===== src/rtl/kofn_qualify_detect.sv =====
// Clocked K-of-N qualified vote detector: registered popcount, HOLD-sample qualification,
// rise/fall pulses and a saturating rise counter. Optional release hysteresis via KOFN_HYSTERESIS_EN.
module kofn_qualify_detect #(
  parameter int unsigned N_IN      = 4,
  parameter int unsigned THRESH    = 2,
  parameter int unsigned HOLD      = 1,
  parameter int unsigned EVT_W     = 8,
  parameter int unsigned CNT_W     = 3
`ifdef KOFN_HYSTERESIS_EN
  ,
  parameter int unsigned THRESH_LO = 1
`endif
) (
  input  logic             clk,
  input  logic             rst,
  input  logic             en,
  input  logic             clr_evt,
  input  logic [N_IN-1:0]  in_vec,
  output logic [CNT_W-1:0] count,
  output logic             out,
  output logic             rise,
  output logic             fall,
  output logic [EVT_W-1:0] evt_cnt
);

  // PC_W can hold N_IN+1 so that THRESH = N_IN+1 compares without overflow.
  localparam int unsigned PC_W  = $clog2(N_IN + 2);
  localparam int unsigned RUN_W = $clog2(HOLD + 1);

  logic [PC_W-1:0]  w_pc;
  logic             w_q;
  logic [RUN_W:0]   w_run_inc;
  logic             w_hold_met;
  logic [RUN_W-1:0] w_run_next;
  logic             w_out_next;
  logic             w_rise_set;
  logic             w_fall_set;

  logic [CNT_W-1:0] r_count;
  logic             r_out;
  logic             r_rise;
  logic             r_fall;
  logic [EVT_W-1:0] r_evt;
  logic [RUN_W-1:0] r_run;

  always_comb begin
    w_pc = '0;
    for (int unsigned i = 0; i < N_IN; i++) begin
      w_pc = w_pc + PC_W'(in_vec[i]);
    end
  end

  assign w_q        = (32'(w_pc) >= 32'(THRESH));
  assign w_run_inc  = {1'b0, r_run} + (RUN_W + 1)'(1);
  assign w_hold_met = (w_run_inc >= (RUN_W + 1)'(HOLD));

`ifdef KOFN_HYSTERESIS_EN
  logic w_q_lo;
  assign w_q_lo = (32'(w_pc) >= 32'(THRESH_LO));

  // While asserted, only the low threshold matters and run is pinned at HOLD.
  always_comb begin
    w_out_next = 1'b0;
    w_run_next = '0;
    if (r_out) begin
      w_out_next = w_q_lo;
      w_run_next = w_q_lo ? RUN_W'(HOLD) : '0;
    end else if (w_q) begin
      w_out_next = w_hold_met;
      w_run_next = w_hold_met ? RUN_W'(HOLD) : w_run_inc[RUN_W-1:0];
    end
  end
`else
  always_comb begin
    w_out_next = 1'b0;
    w_run_next = '0;
    if (w_q) begin
      w_out_next = w_hold_met;
      w_run_next = w_hold_met ? RUN_W'(HOLD) : w_run_inc[RUN_W-1:0];
    end
  end
`endif

  assign w_rise_set = en && !r_out && w_out_next;
  assign w_fall_set = en && r_out && !w_out_next;

  always_ff @(posedge clk) begin
    if (rst) begin
      r_count <= '0;
      r_out   <= 1'b0;
      r_rise  <= 1'b0;
      r_fall  <= 1'b0;
      r_evt   <= '0;
      r_run   <= '0;
    end else begin
      r_rise <= w_rise_set;
      r_fall <= w_fall_set;
      if (en) begin
        r_count <= CNT_W'(w_pc);
        r_run   <= w_run_next;
        r_out   <= w_out_next;
      end
      // Clear beats a coincident rise; otherwise count rises without wrapping.
      if (clr_evt) begin
        r_evt <= '0;
      end else if (w_rise_set && (r_evt != '1)) begin
        r_evt <= r_evt + EVT_W'(1);
      end
    end
  end

  assign count   = r_count;
  assign out     = r_out;
  assign rise    = r_rise;
  assign fall    = r_fall;
  assign evt_cnt = r_evt;

endmodule


===== config.mk =====
export PLATFORM = sky130hd
export DESIGN_NAME = kofn_qualify_detect
export DESIGN_NICKNAME = d
export VERILOG_FILES = /design/src/rtl/kofn_qualify_detect.sv
export SDC_FILE = /design/constraint.sdc
export NUM_CORES = 1
export LEC_CHECK = 0
export CAP_MARGIN = 30
export CORE_ASPECT_RATIO = 1.1
export CORE_MARGIN = 10
export CORE_UTILIZATION = 48
export DETAILED_ROUTE_END_ITERATION = 16
export GPL_ROUTABILITY_DRIVEN = 1
export PLACE_DENSITY = 0.81
export SYNTH_ARGS = -nofsm -noshare
export SYNTH_HDL_FRONTEND = slang
export SYNTH_SLANG_ARGS = --single-unit

===== constraint.sdc =====
create_clock -name clk -period 5.88 [get_ports clk]
set_input_delay 1.176 -clock clk [delete_from_list [all_inputs] [get_ports clk]]
set_output_delay 1.176 -clock clk [all_outputs]
set_load 0.05 [all_outputs]

# Word level (Yosys, flattened, before mapping)
# Cells that the tools add are included.
# totals
input_bits,8
ff_bits,15
output_inout_bits,14
# classes
n_eq_ne,1
reduce_logical,8
addsub,5
order_cmp,2
mux,3
# op_table
op,n
adder 8 x 1 -> 8 bit (second input constant),1
inequality test 8 bit (second input constant),1
logical AND 1 bit,5
adder 2 x 1 -> 3 bit,1
adder 3 x 1 -> 3 bit,1
>= comparator 3 x 2 -> 1 bit (second input constant),1
two-way mux 1 bit,3
adder 1 x 1 -> 2 bit,1
adder 1 x 1 -> 2 bit (second input constant),1
>= comparator 2 x 1 -> 1 bit (second input constant),1
logical NOT 1 bit,2
OR reduction 2 bit,1

# Longest topological paths before layout
# logic_depth
depth_word,7
mapped_depth,10
mapped_depth_nobuf,9

# Least setup slack after synthesis
# Ideal clock, no wire load.
# synth_path
path_kind,input -> register
startpoint,input in_vec[0]
endpoint,register r_evt[7] (netlist: evt_cnt[7])
slack_ns,2.741
arrival_ns,3.067
setup_ns,0.072
path_stages,10
cell_sequence,inv_1 fa_1 inv_1 ha_1 inv_1 ha_1 or3b_1 buf_6 nor4_4 mux2i_1
# synth_via
elab_chain_len,7
# synth_lines
element,line,source
start: declaration,18,"input logic [N_IN-1:0] in_vec,"
adder 1 x 1 -> 2 bit,49,w_pc = w_pc + PC_W'(in_vec[i]);
adder 2 x 1 -> 3 bit,49,
adder 3 x 1 -> 3 bit,49,
>= comparator 3 x 2 -> 1 bit,53,assign w_q = (32'(w_pc) >= 32'(THRESH));
two-way mux 1 bit,77,if (w_q) begin
logical AND 1 bit,84,assign w_rise_set = en && !r_out && w_out_next;
logical AND 1 bit,106,end else if (w_rise_set && (r_evt != '1)) begin
end signal: assignment,107,r_evt <= r_evt + EVT_W'(1);
end: declaration,43,logic [EVT_W-1:0] r_evt;
# No other way between the ends.
# A chain may end at the register's enable or synchronous reset.

# Worst setup path after layout
# Ends and elaborated chain as after synthesis.

==> flow_summary.json <==
{
  "status": "complete, no violations",
  "maxCapViolations": 0,
  "drcViolationCount": 0,
  "drtPass1Iterations": 6,
  "rr_worst_depth": 3,
  "reg2reg_from": "out$_SDFFE_PP0P_",
  "synth_top_flop_cell": "dfxtp_1",
  "seq_area_um2": 280,
  "ys_seq_area_share_pct": 37.3,
  "port_buffers": 21,
  "finalHoldViolCount": 0,
  "multi_input_area_um2": 422,
  "holdPathStages": 2,
  "cts_setup_buffers": 0,
  "root_buffer": "clkbuf_4",
  "synth_common_cells": "14 x dfxtp_1, 8 x nand2_1, 6 x inv_1, 6 x mux2i_1, 6 x nor2_1",
  "synth_cells": 79,
  "worstHoldEndpoint": "count[2]$_SDFFE_PP0P_",
  "gp_congestion": 0.801,
  "grt_pass1_vias": 602,
  "crit_fanout": 7,
  "crit_path_start_kind": "input port",
  "rsz0062_at_grt": "false",
  "end_kind": "flop",
  "io_pins": 22,
  "fin_crit_sh_pct": 59.3,
  "rows": 14,
  "drive_gt1_share_pct": 6.93,
  "worst_pin_slew_ps": 508,
  "min_path_type": "flop to flop",
  "drt_iter0_drc": 15,
  "h-tree-depth": 1,
  "tns_ps": 0,
  "fillerInstances": 121,
  "clockBufferDepth": 2,
  "setup_slack_ps": 2400,
  "async_reset_ff_share_pct": 0,
  "wl_mm": 1.74,
  "synth.distinct_cells": 32,
  "cts_tree": "yes",
  "synth_top_area_cell": "dfxtp_1",
  "critical_path_class": "input port to flop",
  "worstSkewPairLatency_ps": 290,
  "min-delay-start": "count[2]$_SDFFE_PP0P_",
  "vias_per_cell": 5.51,
  "fin_crit_ps": 3480,
  "met3_usage_pct": 3.91,
  "ant_nets": 0,
  "dpl.hpwl_mm": 1.37,
  "antenna_found_initial": 0,
  "synth.most_common_cell": "dfxtp_1",
  "cts_sinks": 14,
  "setup_viol": 0,
  "synth_nets": 92,
  "use_met1_pct": 10.6,
  "synth-edff-count": 0,
  "yosys_warnings": 0,
  "synth_top_area_share_pct": 37.3,
  "die_area_mm2": 0.00355,
  "regToRegEndpoint": "evt_cnt[7]$_SDFFE_PP0P_",
  "ys_seq_elements": 14,
  "synth_area_um2": 751,
  "dieHeight_um": 61.5,
  "synth_area_leaders": "dfxtp_1 37%, mux2i_1 8.0%, ha_1 6.7%, a211oi_1 4.0%, nand2_1 4.0%",
  "slew_headroom_pct": 66.0,
  "antenna_cells": 0,
  "grt_most_used_layer": "met2",
  "start_util_pct": 52.9,
  "gr-usage-all-layers_pct": 10.0,
  "core_area_mm2": 0.00142,
  "die_w_um": 57.7,
  "finClkSkew_ps": 1.80,
  "grt_use_met2_pct": 16.6,
  "ir_drop_mv": 0.124,
  "wl_per_cell_um": 14.9,
  "grt_max_degree": 10,
  "power_density_mw_per_mm2": 217,
  "crit_required_ps": 6110,
  "reg2reg_setup_slack_ps": 4390,
  "area_growth_pct": 32.0,
  "dpl_worst_slack_ps": 2100,
  "cts-resized-gates": 0,
  "fmax_mhz": 287,
  "vias": 645,
  "maxSlewViolCount": 0,
  "grt_remaining_overflow": 0,
  "cts_hold_buf": 0,
  "clk_pin_slew_worst_paths_ps": 90,
  "numCtsBuffers": 3,
  "grt_pass1_wl_mm": 2.78,
  "p_leak_uw": 0.000394,
  "arrival_ps": 3710,
  "avgSynthCellArea_um2": 9.50,
  "nets": 115
}
## routing by layer
| layer | routed length, um | vias to the layer above |
|---|---|---|
| li1 | - | 328 |
| met2 | 812 | 18 |
| met4 | 35 | 0 |
| met1 | 789 | 293 |
| met5 | 0 | - |
| met3 | 105 | 6 |
## kinds of logic after synthesis
kind of cell	synth area share [%]
and+or+nand+nor	24.5
muxes	8.00
buffers and inverters	6.50
AOI/OAI and AO/OA	14.3
DFF	37.3
adders and majority gates	9.33
## how the worst max path moves through the flow
stage / startpoint / slack, ps / cells after the start / end
final: in_vec[0] / 2400 / 10 / evt_cnt[7]$_SDFFE_PP0P_
after global routing: in_vec[0] / 2280 / 10 / evt_cnt[7]$_SDFFE_PP0P_
after CTS: in_vec[0] / 2390 / 10 / evt_cnt[7]$_SDFFE_PP0P_
after detailed placement: in_vec[0] / 2100 / 10 / evt_cnt[7]$_SDFFE_PP0P_
after global placement: in_vec[0] / 2180 / 10 / evt_cnt[7]$_SDFFE_PP0P_
after floorplan: in_vec[0] / 2740 / 10 / evt_cnt[7]$_SDFFE_PP0P_
## worst max-delay path, stage by stage
cell and delay, ps:
clkdlybuf4s50_1 460, inv_1 60, fa_1 470, inv_1 70
ha_1 160, inv_1 50, ha_1 220, or3b_1 510
nor4_4 340, mux2i_1 200
## cells in the final DEF (no fill, tap or decap), types with 2 or more instances in the layout
cell and n:
a211oi_1 4, nand2_1 8, ha_1 4, and3_1 2, dfxtp_1 14, inv_1 6, nor3_1 2, clkdlybuf4s50_1 21
clkbuf_4 3, a21oi_1 2, mux2i_1 6, nor2_1 6, nand3_1 3
## layout make-up
cell class / instances / share of cell area, %
Inverter: 6 / 2.27
Sequential cell: 14 / 28.3
Tap cell: 16 / 2.02
Timing Repair Buffer: 21 / 21.2
Clock buffer: 4 / 3.66
Multi-Input combinational cell: 56 / 42.6
## registers in the layout (all words and copies together), names as in the netlist
signal	flops
count	3
evt_cnt	8
fall	1
out	1
rise	1
## power breakdown
part           leakage, uW  switching (uW)  internal (uW)  total, uW
combinational     0.000259            25.2           16.8       42.1
clock            0.0000210            35.1           37.8       72.8
sequential        0.000114            2.23           98.0        100
## through the flow
stage               power, uW  hold slack (ps)  cell area [um^2]  utilization [%]  cells
floorplan                 131              700               751                -     79
global placement          143              480               955             67.3    113
detailed placement        145              482               955             67.3    113
CTS                       217              504               991             69.8    117
global route              224              546               991             69.8    117
finish                    215              497               991             69.8    117
(Power assumes the default switching activity.)
